--- src/rtl/flash_se_resp.sv ---
// rtl/flash_se_resp.sv - SPI-flash responder for WREN / SE / RDSR with an erase timer
//
// Purpose: stands in for a serial flash on the far side of the flash command
// controllers. SPI mode 0, MSB first, oversampled in the sys_clk domain.
// Decodes WREN (0x06), SE (0xD8 + 24-bit address) and RDSR (0x05), keeps
// WEL/WIP, times a sector erase and reports erase start/done upstream.
//
// Ports:
//   sys_clk      in   system clock (sck half-period >= SYNC_STAGES+2 cycles)
//   sys_rst      in   asynchronous reset, active-high
//   sck          in   SPI clock from master, idle low
//   cs_n         in   SPI chip select, active-low
//   mosi         in   SPI data from master
//   miso         out  SPI data to master, 0 outside the RDSR output phase
//   wel          out  write-enable latch
//   wip          out  erase in progress
//   erase_start  out  1-cycle pulse when an accepted SE begins
//   erase_addr   out  address of the last accepted SE
//   erase_done   out  1-cycle pulse when the erase timer expires
//   cmd_err      out  1-cycle pulse when a framed command is rejected

module flash_se_resp #(
  parameter int SYNC_STAGES  = 2,
  parameter int ERASE_CYCLES = 1000
) (
  input  logic        sys_clk,
  input  logic        sys_rst,
  input  logic        sck,
  input  logic        cs_n,
  input  logic        mosi,
  output logic        miso,
  output logic        wel,
  output logic        wip,
  output logic        erase_start,
  output logic [23:0] erase_addr,
  output logic        erase_done,
  output logic        cmd_err
);

  localparam logic [7:0] OP_RDSR = 8'h05;
  localparam logic [7:0] OP_WREN = 8'h06;
  localparam logic [7:0] OP_SE   = 8'hD8;
  localparam int         TW      = (ERASE_CYCLES > 1) ? $clog2(ERASE_CYCLES) : 1;

  typedef enum logic [2:0] {
    ST_IDLE,
    ST_CMD,
    ST_ADDR,
    ST_STAT,
    ST_END,
    ST_IGNORE
  } state_t;

  state_t state_q, state_d;

  logic [SYNC_STAGES-1:0] sck_sync_q, cs_sync_q, mosi_sync_q;
  logic                   sck_d1_q, cs_d1_q;
  logic                   sck_s, cs_s, mosi_s;
  logic                   in_frame, sck_rise, sck_fall, cs_fall, cs_rise;

  logic [5:0]    bit_cnt_q;
  logic [23:0]   shift_q;
  logic [7:0]    op_q;
  logic [7:0]    opcode_next;
  logic [7:0]    tx_sh_q;
  logic [2:0]    tx_cnt_q;
  logic [7:0]    status;
  logic [TW-1:0] timer_q;

  logic        miso_q, wel_q, wip_q, erase_start_q, erase_done_q, cmd_err_q;
  logic [23:0] erase_addr_q;
  logic        wren_ok, se_ok, frame_err;

  assign miso        = miso_q;
  assign wel         = wel_q;
  assign wip         = wip_q;
  assign erase_start = erase_start_q;
  assign erase_addr  = erase_addr_q;
  assign erase_done  = erase_done_q;
  assign cmd_err     = cmd_err_q;

  // Input synchronisers plus one extra sample of sck/cs_n for edge detection.
  always_ff @(posedge sys_clk or posedge sys_rst) begin
    if (sys_rst) begin
      sck_sync_q  <= '0;
      cs_sync_q   <= '0;
      mosi_sync_q <= '0;
      sck_d1_q    <= 1'b0;
      cs_d1_q     <= 1'b0;
    end else begin
      sck_sync_q  <= {sck_sync_q[SYNC_STAGES-2:0], sck};
      cs_sync_q   <= {cs_sync_q[SYNC_STAGES-2:0], cs_n};
      mosi_sync_q <= {mosi_sync_q[SYNC_STAGES-2:0], mosi};
      sck_d1_q    <= sck_sync_q[SYNC_STAGES-1];
      cs_d1_q     <= cs_sync_q[SYNC_STAGES-1];
    end
  end

  assign sck_s       = sck_sync_q[SYNC_STAGES-1];
  assign cs_s        = cs_sync_q[SYNC_STAGES-1];
  assign mosi_s      = mosi_sync_q[SYNC_STAGES-1];
  // sck activity only counts while the frame is selected
  assign in_frame    = ~cs_s;
  assign sck_rise    = in_frame & sck_s & ~sck_d1_q;
  assign sck_fall    = in_frame & ~sck_s & sck_d1_q;
  assign cs_fall     = ~cs_s & cs_d1_q;
  assign cs_rise     = cs_s & ~cs_d1_q;
  assign opcode_next = {shift_q[6:0], mosi_s};
  assign status      = {6'b0, wel_q, wip_q};

  always_ff @(posedge sys_clk or posedge sys_rst) begin
    if (sys_rst) state_q <= ST_IDLE;
    else         state_q <= state_d;
  end

  always_comb begin
    state_d = state_q;
    case (state_q)
      ST_IDLE: if (cs_fall) state_d = ST_CMD;
      ST_CMD: begin
        if (sck_rise && bit_cnt_q == 6'd7) begin
          case (opcode_next)
            OP_RDSR: state_d = ST_STAT;
            OP_SE:   state_d = ST_ADDR;
            OP_WREN: state_d = ST_END;
            default: state_d = ST_IGNORE;
          endcase
        end
      end
      ST_ADDR: if (sck_rise && bit_cnt_q == 6'd31) state_d = ST_END;
      default: state_d = state_q;
    endcase
    if (cs_rise) state_d = ST_IDLE;
  end

  // Frame commit. ST_END is reached only by WREN or a complete SE, so op_q
  // distinguishes the two; any extra bits show up in the bit count.
  always_comb begin
    wren_ok   = 1'b0;
    se_ok     = 1'b0;
    frame_err = 1'b0;
    if (cs_rise && bit_cnt_q != 6'd0) begin
      case (state_q)
        ST_STAT: begin end
        ST_END: begin
          if (op_q == OP_WREN) begin
            if (bit_cnt_q == 6'd8 && !wip_q) wren_ok = 1'b1;
            else                             frame_err = 1'b1;
          end else begin
            if (bit_cnt_q == 6'd32 && wel_q && !wip_q) se_ok = 1'b1;
            else                                       frame_err = 1'b1;
          end
        end
        default: frame_err = 1'b1;
      endcase
    end
  end

  always_ff @(posedge sys_clk or posedge sys_rst) begin
    if (sys_rst) begin
      bit_cnt_q     <= '0;
      shift_q       <= '0;
      op_q          <= '0;
      tx_sh_q       <= '0;
      tx_cnt_q      <= '0;
      timer_q       <= '0;
      miso_q        <= 1'b0;
      wel_q         <= 1'b0;
      wip_q         <= 1'b0;
      erase_start_q <= 1'b0;
      erase_addr_q  <= '0;
      erase_done_q  <= 1'b0;
      cmd_err_q     <= 1'b0;
    end else begin
      if (cs_fall) begin
        bit_cnt_q <= '0;
        shift_q   <= '0;
        op_q      <= '0;
      end else if (sck_rise) begin
        if (bit_cnt_q != 6'd63) bit_cnt_q <= bit_cnt_q + 6'd1;
        shift_q <= {shift_q[22:0], mosi_s};
        if (state_q == ST_CMD && bit_cnt_q == 6'd7) op_q <= opcode_next;
      end

      // Status byte is re-captured at every byte boundary so a long RDSR
      // frame tracks live wel/wip.
      if (cs_fall) begin
        tx_sh_q  <= '0;
        tx_cnt_q <= '0;
      end
      if (state_q != ST_STAT) begin
        miso_q <= 1'b0;
      end else if (sck_fall) begin
        if (tx_cnt_q == 3'd0) begin
          miso_q  <= status[7];
          tx_sh_q <= {status[6:0], 1'b0};
        end else begin
          miso_q  <= tx_sh_q[7];
          tx_sh_q <= {tx_sh_q[6:0], 1'b0};
        end
        tx_cnt_q <= tx_cnt_q + 3'd1;
      end

      cmd_err_q     <= frame_err;
      erase_start_q <= se_ok;
      erase_done_q  <= 1'b0;
      if (wren_ok) wel_q <= 1'b1;
      if (se_ok) begin
        erase_addr_q <= shift_q;
        wip_q        <= 1'b1;
        wel_q        <= 1'b0;
        timer_q      <= TW'(ERASE_CYCLES - 1);
      end else if (wip_q) begin
        if (timer_q == '0) begin
          wip_q        <= 1'b0;
          erase_done_q <= 1'b1;
        end else begin
          timer_q <= timer_q - TW'(1);
        end
      end
    end
  end

endmodule

--- config.mk ---
export PLATFORM = sky130hd
export DESIGN_NAME = flash_se_resp
export DESIGN_NICKNAME = d
export VERILOG_FILES = /design/src/rtl/flash_se_resp.sv
export SDC_FILE = /design/constraint.sdc
export NUM_CORES = 1
export LEC_CHECK = 0
export ABC_AREA = 1
export CAP_MARGIN = 20
export CORE_ASPECT_RATIO = 1.2
export CORE_UTILIZATION = 45
export CTS_CLUSTER_DIAMETER = 30
export CTS_CLUSTER_SIZE = 40
export DETAILED_ROUTE_END_ITERATION = 16
export PLACE_DENSITY_LB_ADDON = 0.3
export SYNTH_ARGS = -nofsm -noshare
export SYNTH_HDL_FRONTEND = slang
export SYNTH_SLANG_ARGS = --single-unit
--- constraint.sdc ---
create_clock -name sys_clk -period 9.8 [get_ports sys_clk]
set_input_delay 1.47 -clock sys_clk [delete_from_list [all_inputs] [get_ports sys_clk]]
set_output_delay 1.47 -clock sys_clk [all_outputs]
set_load 0.01 [all_outputs]
==> metrics.md <==
| Metric | Value |
|---|---|
| Outcome | finished clean |
| Register area share after synthesis | 54.5% |
| Sink Count | 100 |
| CTS Root Cell | clkbuf_16 |
| Die ar. | 0.0106 mm^2 |
| H-tree depth | 3 |
| Final Skew | 0.00932 ns |
| GPL Wtd Cong | 0.804 |
| R2R setup slack | 7.05 ns |
| Share of async-settable or async-resettable flops after synthesis | 100% |
| DP HPWL | 5.85 mm |
| Clk slew on worst S/H paths | 0.07 ns |
| Num rows | 40 |
| Number of synthesized flops with an enable pin | 0 |
| Drt wl/cell | 12.6 um |
| Top post-synthesis cells by count | nand2_1 (108), dfrtp_1 (100), inv_1 (68) |
| Die Ht | 113 um |
| Critical path, cell by cell | clkdlybuf4s50_1 |
| Yosys warns | 0 |
| Setup ws final | 6.80 ns |
| Worst setup SP type | register |
| Slew @ Worst Pin | 0.887 ns |
| LEAKAGE | 2.49 nW |
| Final wirelength | 8.54 mm |
| Fmax | 334 MHz |
| Hold worst-path end | mosi_sync_q[1] |
| Worst path required time | 8.33 ns |
| Ratio of cells with drive above 1 in the final layout | 13.2% |
| Worst Reg-to-Reg Cells | 9 |
| Top-area cell type share of the netlist area | 54.5% |
| Buffers added on ports | 34 |
| Final Max Slew Viols | 0 |
| Worst Hold Class | reg -> reg |
| Most frequent cell after synthesis | nand2_1 |
| DR vias | 3461 |
| Initial DRC count | 259 |
| Worst slew margin | 40.8% |
| Biggest cell delay along the critical path | 0.61 ns |
| Maximum vdd ir drop | 0.121 mV |
| Clock insertion delay at the later pin of the skew report | 0.35 ns |
| Vias per std cell | 5.10 |
| Final setup fails | 0 |
| P&R area growth vs syn | 15.3% |
| Total track usage | 17.5% |
| Max_cap viols | 0 |
| Pre-Repair DR Iteration Count | 5 |
| Min Tclk post-route | 3.00 ns |
| Placed cell area | 0.00499 mm^2 |
| TritonCTS Buffers | 9 |
| Setup TNS | 0 ns |
| Netlist cell types | 28 |
| Final #Nets | 561 |
| CTS tree | built |
| Hold buffer count at CTS | 0 |
| Crit-path max FO | 12 |
| Worst Hold Launch | mosi_sync_q[0] |
| Filler cells | 911 |
| Largest net degree at the start of global routing | 63 |
| Post-place setup slack | 6.70 ns |
| Synth area leader | dfrtp_1 |
| IO Pins | 35 |
| Vias in the first global route | 3126 |
| Period utilization | 30.6% |
| Worst r2r src | cs_sync_q[1] |
| Register Area | 0.00250 mm^2 |
| DRC Markers | 0 |
| Starting Density | 46.1% |
| Clk buf depth | 2 |
| Post-DRT Antenna Nets | 0 |
| Synth Area per Inst | 8.86 um^2 |
| Cell family with most CP delay | buffers and inverters |
| Core footprint | 0.00996 mm^2 |
| PD cells | 165 mW/mm^2 |
| Seq cells post-synth | 100 |
| Ys flop type | dfrtp_1 |
| Worst reg2reg endpoint | bit_cnt_q[2] |
| Post-Layout Inst Area | 0.00529 mm^2 |
| Post-CTS Setup Repair Bufs | 0 |
| Post_cts resized | 0 |
| Unrepaired setup endpoints after global routing | false |
| Mapped Area | 0.00459 mm^2 |
| Slowest cell on crit path | clkdlybuf4s50_1 |
| Gate Count Post-Synth | 518 |
| Initial antenna violation count | 0 |
| Crit path buf inv count | 1 |
| Hold Crit Depth | 0 |
| Multi-input logic area | 0.00171 mm^2 |
| Antenna Cells | 0 |
| First-pass GRT wire length | 14.5 mm |
| Synth top area cells | dfrtp_1 (55%), nand2_1 (8.8%), inv_1 (5.6%), nand3_1 (5.5%), o21ai_0 (4.8%) |
| Width of the die | 94.2 um |
| CP Class | reg -> out |
| Total grt overflow | 0 |
| Final Hold Viols | 0 |
| Setup crit end kind | output pin |
| Syn nets | 531 |
| CP arrival | 1.53 ns |
[power breakdown]
group	switching [mW]	internal (mW)
combinational	0.0540	0.0240
clock	0.152	0.204
sequential	0.0133	0.425
[cell type report]
class / count / area share [%]
Inverter: 69 / 4.94
Tap cell: 126 / 2.98
Sequential cell: 100 / 47.3
Clock buffer: 10 / 4.52
Clock inverter: 6 / 1.21
Timing Repair Buffer: 36 / 6.72
Multi-Input combinational cell: 332 / 32.3
[per-stage QoR]
stage,total power [mW],cells,hold WS (ns),utilization [%]
floorplan,0.505,518,0.331,-
global placement,0.521,663,0.334,50.1
detailed placement,0.524,663,0.336,50.1
CTS,0.879,679,0.350,53.1
global route,0.909,679,0.363,53.1
finish,0.873,679,0.347,53.1
[sequential cells by signal, indices dropped and copies added (netlist names), 2 cells and up]
signal / cells
erase_addr: 24
shift_q: 24
timer_q: 10
op_q: 8
tx_sh_q: 8
bit_cnt_q: 6
state_q: 3
tx_cnt_q: 3
cs_sync_q: 2
mosi_sync_q: 2
sck_sync_q: 2
[cell usage in the layout (no fill, tap or decap), drive strengths merged]
cell type / synthesis / final
clkdlybuf4s50: 0 / 34
nand2: 129 / 129
clkbuf: 8 / 10
o21ai: 72 / 72
clkinvlp: 0 / 2
nor3: 5 / 5
clkinv: 0 / 3
inv: 69 / 69
o31ai: 1 / 1
nand4: 6 / 6
nand3: 50 / 50
xnor2: 1 / 1
xor2: 2 / 2
buf: 9 / 2
bufinv: 0 / 1
nand3b: 2 / 2
ha: 8 / 8
a21oi: 5 / 5
nor3b: 1 / 1
dfrtp: 100 / 100
o22ai: 2 / 2
nor2: 48 / 48
[cell families (layout without fill, tap and decap cells)]
logic type | after synthesis | count (layout) | synth area share (%)
buf+inv | 86 | 121 | 8.15
fa+ha+maj | 8 | 8 | 2.18
compound gates | 80 | 80 | 10.7
flops | 100 | 100 | 54.5
simple gates | 241 | 241 | 23.8
xor+xnor | 3 | 3 | 0.573
[routing by layer]
layer	up-vias	share of wire [%]	wire length, um	global-route usage (%)
li1	1710	-	-	-
met1	1674	47	3980	23.8
met2	64	48	4100	27.2
met3	13	3.7	318	4.00
met4	0	1.6	138	6.36
met5	-	0	0	0
[how the worst max path moves through the flow]
stage	startpoint	endpoint	slack (ns)	cells past startpoint
4_1_cts	wip	wip	6.78	1
5_1_grt	wip	wip	6.71	1
2_1_floorplan	sys_rst	bit_cnt_q[0]	5.71	1
6_report	wip	wip	6.80	1
3_5_place_dp	sys_rst	miso	6.70	3
3_3_place_gp	sys_rst	tx_sh_q[3]	6.71	3
Note: power is estimated with default switching activity, not from simulation.
